File: config.mk
export PLATFORM = sky130hd
export DESIGN_NAME = operand_fwd_reg_flat
export DESIGN_NICKNAME = d
export VERILOG_FILES = /design/src/rtl/operand_fwd_reg_if.sv /design/src/rtl/operand_fwd_reg.sv /design/src/flat_wrapper.sv
export SDC_FILE = /design/constraint.sdc
export NUM_CORES = 1
export LEC_CHECK = 0
export ABC_AREA = 1
export CAP_MARGIN = 40
export CORE_AREA = 2 2 102 104
export DETAILED_ROUTE_END_ITERATION = 8
export DIE_AREA = 0 0 104 106
export PLACE_DENSITY_LB_ADDON = 0.05
export SKIP_LAST_GASP = 1
export SYNTH_ARGS = -nofsm -noshare
export SYNTH_HDL_FRONTEND = slang
export SYNTH_SLANG_ARGS = --single-unit
File: constraint.sdc
create_clock -name clk -period 1.6 [get_ports clk]
set_input_delay 0.4 -clock clk [delete_from_list [all_inputs] [get_ports clk]]
set_output_delay 0.4 -clock clk [all_outputs]
set_load 0.01 [all_outputs]
File: src/rtl/operand_fwd_reg_if.sv
// Decode-to-execute operand bus: the GRF/immediate/forwarding inputs and the registered operand outputs.
// The master modport is the decode side and the slave modport is the operand register.
interface operand_fwd_reg_if #(
    parameter int WIDTH = 32,
    parameter int AW    = 5,
    parameter int NFWD  = 2,
    parameter int CW    = 4
);
    logic                    in_valid;
    logic                    en;
    logic                    flush;
    logic                    src_sel;
    logic [AW-1:0]           rs_addr;
    logic [WIDTH-1:0]        grf_data;
    logic [WIDTH-1:0]        ext_data;
    logic [NFWD-1:0]         fwd_we;
    logic [NFWD-1:0]         fwd_rdy;
    logic [NFWD*AW-1:0]      fwd_addr;
    logic [NFWD*WIDTH-1:0]   fwd_data;
    logic                    stall_req;
    logic [WIDTH-1:0]        op_out;
    logic                    op_valid;
    logic [NFWD-1:0]         fwd_hit;
    logic [CW-1:0]           bubble_cnt;

    modport master (
        output in_valid, en, flush, src_sel, rs_addr, grf_data, ext_data,
               fwd_we, fwd_rdy, fwd_addr, fwd_data,
        input  stall_req, op_out, op_valid, fwd_hit, bubble_cnt
    );

    modport slave (
        input  in_valid, en, flush, src_sel, rs_addr, grf_data, ext_data,
               fwd_we, fwd_rdy, fwd_addr, fwd_data,
        output stall_req, op_out, op_valid, fwd_hit, bubble_cnt
    );
endinterface

File: src/rtl/operand_fwd_reg.sv
// Execute-stage operand select (GRF / immediate / forwarding) with RAW-hazard stall detection,
// registered into the ID/EX boundary with hold, flush and a saturating bubble counter.
module operand_fwd_reg #(
    parameter int WIDTH = 32,
    parameter int AW    = 5,
    parameter int NFWD  = 2,
    parameter int CW    = 4
) (
    input logic              clk,
    input logic              reset,
    operand_fwd_reg_if.slave bus
);

    function automatic logic [CW-1:0] sat_inc(input logic [CW-1:0] v);
        return (v == {CW{1'b1}}) ? v : v + {{(CW-1){1'b0}}, 1'b1};
    endfunction

    logic [WIDTH-1:0] operand_p0;
    logic [NFWD-1:0]  hit_p0;
    logic             hazard_p0;
    logic             matched;

    logic [WIDTH-1:0] op_d,   op_q;
    logic             vld_d,  vld_q;
    logic [NFWD-1:0]  hit_d,  hit_q;
    logic [CW-1:0]    cnt_d,  cnt_q;

    // Stage 0: operand resolution. Only the first address match counts, even if a later one is ready.
    always_comb begin
        operand_p0 = bus.grf_data;
        hit_p0     = '0;
        hazard_p0  = 1'b0;
        matched    = 1'b0;
        if (bus.src_sel) begin
            operand_p0 = bus.ext_data;
        end else if (bus.rs_addr != '0) begin
            for (int i = 0; i < NFWD; i++) begin
                if (!matched && bus.fwd_we[i] && (bus.fwd_addr[i*AW +: AW] == bus.rs_addr)) begin
                    matched = 1'b1;
                    if (bus.fwd_rdy[i]) begin
                        operand_p0 = bus.fwd_data[i*WIDTH +: WIDTH];
                        hit_p0[i]  = 1'b1;
                    end else begin
                        hazard_p0  = 1'b1;
                    end
                end
            end
        end
    end

    assign bus.stall_req = bus.in_valid & hazard_p0 & ~bus.flush;

    always_comb begin
        op_d  = op_q;
        vld_d = vld_q;
        hit_d = hit_q;
        cnt_d = cnt_q;
        if (bus.flush) begin
            op_d  = '0;
            vld_d = 1'b0;
            hit_d = '0;
            cnt_d = '0;
        end else if (bus.en) begin
            if (bus.in_valid && hazard_p0) begin
                op_d  = '0;
                vld_d = 1'b0;
                hit_d = '0;
                cnt_d = sat_inc(cnt_q);
            end else begin
                op_d  = operand_p0;
                vld_d = bus.in_valid;
                hit_d = bus.in_valid ? hit_p0 : '0;
                cnt_d = '0;
            end
        end
    end

    // Stage 1: ID/EX boundary register.
    always_ff @(posedge clk or negedge reset) begin
        if (!reset) begin
            op_q  <= '0;
            vld_q <= 1'b0;
            hit_q <= '0;
            cnt_q <= '0;
        end else begin
            op_q  <= op_d;
            vld_q <= vld_d;
            hit_q <= hit_d;
            cnt_q <= cnt_d;
        end
    end

    assign bus.op_out     = op_q;
    assign bus.op_valid   = vld_q;
    assign bus.fwd_hit    = hit_q;
    assign bus.bubble_cnt = cnt_q;

endmodule
File: src/flat_wrapper.sv
// flat-port wrapper written by rule: the top's interface ports become plain ports
module operand_fwd_reg_flat 
#(
    parameter int WIDTH = 32,
    parameter int AW    = 5,
    parameter int NFWD  = 2,
    parameter int CW    = 4
)
  (clk, reset, bus_in_valid, bus_en, bus_flush, bus_src_sel, bus_rs_addr, bus_grf_data, bus_ext_data, bus_fwd_we, bus_fwd_rdy, bus_fwd_addr, bus_fwd_data, bus_stall_req, bus_op_out, bus_op_valid, bus_fwd_hit, bus_bubble_cnt);
  operand_fwd_reg_if #(.WIDTH(WIDTH), .AW(AW), .NFWD(NFWD), .CW(CW)) bus_i ();
  input logic clk;
  input logic reset;
  input wire logic [$bits(bus_i.in_valid)-1:0] bus_in_valid;
  input wire logic [$bits(bus_i.en)-1:0] bus_en;
  input wire logic [$bits(bus_i.flush)-1:0] bus_flush;
  input wire logic [$bits(bus_i.src_sel)-1:0] bus_src_sel;
  input wire logic [$bits(bus_i.rs_addr)-1:0] bus_rs_addr;
  input wire logic [$bits(bus_i.grf_data)-1:0] bus_grf_data;
  input wire logic [$bits(bus_i.ext_data)-1:0] bus_ext_data;
  input wire logic [$bits(bus_i.fwd_we)-1:0] bus_fwd_we;
  input wire logic [$bits(bus_i.fwd_rdy)-1:0] bus_fwd_rdy;
  input wire logic [$bits(bus_i.fwd_addr)-1:0] bus_fwd_addr;
  input wire logic [$bits(bus_i.fwd_data)-1:0] bus_fwd_data;
  output wire logic [$bits(bus_i.stall_req)-1:0] bus_stall_req;
  output wire logic [$bits(bus_i.op_out)-1:0] bus_op_out;
  output wire logic [$bits(bus_i.op_valid)-1:0] bus_op_valid;
  output wire logic [$bits(bus_i.fwd_hit)-1:0] bus_fwd_hit;
  output wire logic [$bits(bus_i.bubble_cnt)-1:0] bus_bubble_cnt;
  assign bus_i.in_valid = bus_in_valid;
  assign bus_i.en = bus_en;
  assign bus_i.flush = bus_flush;
  assign bus_i.src_sel = bus_src_sel;
  assign bus_i.rs_addr = bus_rs_addr;
  assign bus_i.grf_data = bus_grf_data;
  assign bus_i.ext_data = bus_ext_data;
  assign bus_i.fwd_we = bus_fwd_we;
  assign bus_i.fwd_rdy = bus_fwd_rdy;
  assign bus_i.fwd_addr = bus_fwd_addr;
  assign bus_i.fwd_data = bus_fwd_data;
  assign bus_stall_req = bus_i.stall_req;
  assign bus_op_out = bus_i.op_out;
  assign bus_op_valid = bus_i.op_valid;
  assign bus_fwd_hit = bus_i.fwd_hit;
  assign bus_bubble_cnt = bus_i.bubble_cnt;
  operand_fwd_reg #(.WIDTH(WIDTH), .AW(AW), .NFWD(NFWD), .CW(CW)) u_core (.clk(clk), .reset(reset), .bus(bus_i));
endmodule
==> results by group <==
Status
  – Status: finished with violations
  – Failing checks: negative setup slack

Timing
  – Fin Setup TNS: -3.69 ns
  – Period utilization: 121%
  – Unrepaired setup endpoints after global routing: yes
  – Max-slew headroom: between 50 and 60%
  – Endpoints failing setup: 33
  – Worst Tran Pin Value: ~0.64 ns
  – Final hold violation count: 0
  – Min Tclk post-route: between 1.5 and 2 ns
  – Skew final: around 0.00025 ns
  – Fmax: 517 MHz
  – Max-slew violation count: 0
  – WHS: 0.0449 ns
  – Post-route setup slack: -0.334 ns

Setup path
  – Path depth of the worst reg2reg path: 8
  – RR Startpoint: u_core.bus.bubble_cnt[0]
  – WP buf/inv: 6
  – Startpoint types: primary input
  – Crit-path cells: buf_8, inv_4, buf_6, nand2_2, nand2_2, nor2_4, buf_4, nand4_4, nand4_1, inv_1, buf_2
  – Crit path required time: approximately 1.2 ns
  – Reg2reg setup slack: 0.17 ns
  – Worst Path Max Fanout: 4
  – Slowest cell on the critical path: nand4_1
  – Reg-to-Reg End: u_core.bus.bubble_cnt[3]
  – Crit path DAT: 1.53 ns
  – Worst path max stage delay: 0.19 ns
  – Crit. End Element: output port
  – Cell class contributing the biggest share of worst-path delay: buffers and inverters
  – Kind of critical path: primary input to output port
  – Most frequent CP cell: nand2_2

Drt
  – Post-DRT Antenna Nets: 0
  – Drt initial violations: between 200 and 250
  – First-pass DRT Iterations: 5
  – Wire per inst: between 10 and 15 um
  – WL met1: about 6.4 mm
  – Highest routed metal layer: met4
  – Routed length on met3: ~1.1 mm
  – Total length of routed wires: ~16 mm
  – DR WL met2: around 7.6 mm
  – Vias: approximately 5.6k
  – Vias/cell: 5.08
  – DRC violations left: 0

Yosys
  – Synth top area share: about a quarter
  – Syn Nets: between 800 and 900
  – Post-Synthesis Cell Area: a little over 0.004 mm^2
  – Sequential fraction of the synthesis area: between 20% and 30%
  – Area contributors post-synth: nand2_1 (26%), dfrtp_1 (24%), nor2_1 (13%), nand4_1 (9.1%), o21bai_1 (5.2%)
  – Post-Synthesis Cells: 716
  – Post-synth top area cell: nand2_1
  – Synth cell types: 27
  – Mapped Avg Cell Area: 5.65 um^2
  – #FFs+latches synth: 39
  – Syn. warnings: 0

Clock tree
  – Root Driver: clkbuf_8
  – H-tree lvl count: 2
  – Max clock buf depth: 2
  – Worst skew pair latency: roughly 0.29 ns
  – CTS tree: done
  – Clock-pin slew on the worst setup and hold paths: roughly 0.080 ns
  – CTS Hold Buffers Added: 0
  – Clock sink count: 39
  – Total CTS buffers: 5

Die
  – Initial Util: 40.5%
  – IO Pins: ~190
  – Die ar.: 0.0110 mm^2
  – Die H: between 100 and 150 um
  – # rows: 37
  – Core Box Area: roughly 0.010 mm^2
  – Die Wd: about 100 um

Pwr
  – Lkg Pwr: 3.87 nW
  – Max VDD drop: 0.366 mV
  – P per Cell Area: 492 mW/mm^2

Finish
  – Area grow syn2layout: 72.2%
  – Multi-input gate area: roughly 0.0027 mm^2
  – Design area: around 0.0070 mm^2
  – Fillers: between 800 and 900
  – Nets@finish: between 1k and 1.5k
  – Fraction of layout cells with a size suffix above 1: between 10% and 20%
  – FF/Latch Area: slightly below 0.001 mm^2

Global routing
  – First-pass GRT wire length: about 25 mm
  – Vias in the first global route: ~5.6k
  – Overflow after GRT: 0
  – Maximum number of pins on one net before global-route repair: 60
  – GRT Total Usage: 27.9%
  – Antenna violations before repair: 1

Placed design
  – DP HPWL: roughly 12 mm
  – IO buf count: between 150 and 200
  – Placed instance area: roughly 0.0065 mm^2
  – Placer Congestion: between 0.8 and 0.9

Hold path
  – Hold Crit Class: primary input to async pin

Flow run
  – Max_cap viols: 0
sequential cells by signal, indices dropped and copies added (netlist names):
register and count:
u_core.bus.op_valid 1, u_core.bus.op_out 32, u_core.bus.bubble_cnt 4, u_core.bus.fwd_hit 2
through the flow:
| stage | std cells | worst slack (ns) | power, mW | util, % |
|---|---|---|---|---|
| 2_1_floorplan | 716 | 0.00223 | 1.70 | - |
| 3_3_place_gp | 1067 | -1.15 | 2.50 | 64.9 |
| 3_5_place_dp | 1067 | -1.21 | 2.52 | 64.9 |
| 4_1_cts | 1092 | -0.326 | 3.42 | 68.1 |
| 5_1_grt | 1094 | -0.407 | 3.62 | 69.6 |
| 6_report | 1094 | -0.334 | 3.42 | 69.6 |
routing by layer:
metal / track usage, % / vias to the layer above
met5: 0 / -
li1: - / 2750
met3: 5.21 / 41
met1: 33.1 / 2541
met2: 48.6 / 228
met4: 13.6 / 0
cell families after synthesis:
family | synth area share (%)
fa+ha+maj | 0.309
xor+xnor | 0.433
buf+inv | 11.5
simple gates | 53.0
flops | 24.1
compound gates | 10.5
worst register-to-register path: cells and delay by family, from the launching register on:
| family | cells | cell delay, ns |
|---|---|---|
| XOR/XNOR | 1 | 0.15 |
| flip-flops | 1 | 0.40 |
| adder cells (fa/ha/maj) | 1 | 0.21 |
| AND/OR/NAND/NOR | 4 | 0.38 |
| buffers and inverters | 2 | 0.24 |
cell type report:
cell class,instances,share of cell area [%]
timing repair buffer,281,39.6
multi-input combinational,574,39.2
sequential,39,14.0
inverter,55,3.11
tap,136,2.44
clock buffer,5,0.988
clock inverter,3,0.629
antenna,1,0.0359
how the worst max path moves through the flow:
stage,from,to,cells past startpoint
after global routing,bus_rs_addr[4],bus_stall_req,11
after CTS,bus_fwd_addr[6],bus_stall_req,10
final,bus_rs_addr[4],bus_stall_req,11
after floorplan,bus_rs_addr[4],u_core.bus.op_out[1],13
after global placement,bus_rs_addr[4],bus_stall_req,10
after detailed placement,bus_rs_addr[4],bus_stall_req,10
cells in the final DEF, fill, tap and decap left out, types with 9 or more instances in the layout:
cell type	n
nand2_1	258
nor2_1	131
clkdlybuf4s50_1	130
buf_4	64
nand4_1	59
dfrtp_1	39
inv_1	38
o21ai_0	29
o21bai_1	28
dlygate4sd2_1	27
nand2_2	23
buf_6	22
dlymetal6s2s_1	17
inv_2	13
nor2_4	9
o21ai_1	9
repair_timing:
item,CTS,global route
endpoints found under the setup margin,64,51
pin swaps,32,23
resized for setup,142,55
setup buffers,17,5
hold endpoints to repair,0,0
cloned,0,1
power by group:
part	internal, mW	switching, mW	total (mW)
registers	1.06	0.0440	1.11
clock network	0.465	0.391	0.857
logic	0.773	0.686	1.46
total	2.30	1.12	3.42
Yosys cell counts, drive strengths merged:
master and instances:
a21oi 2, buf 32, clkbuf 16, dfrtp 39
ha 1, inv 55, nand2 283, nand3 11
nand4 61, nor2 142, nor3 2, o21ai 39
o21bai 28, or2 3, xor2 2
(Power assumes the default switching activity.)
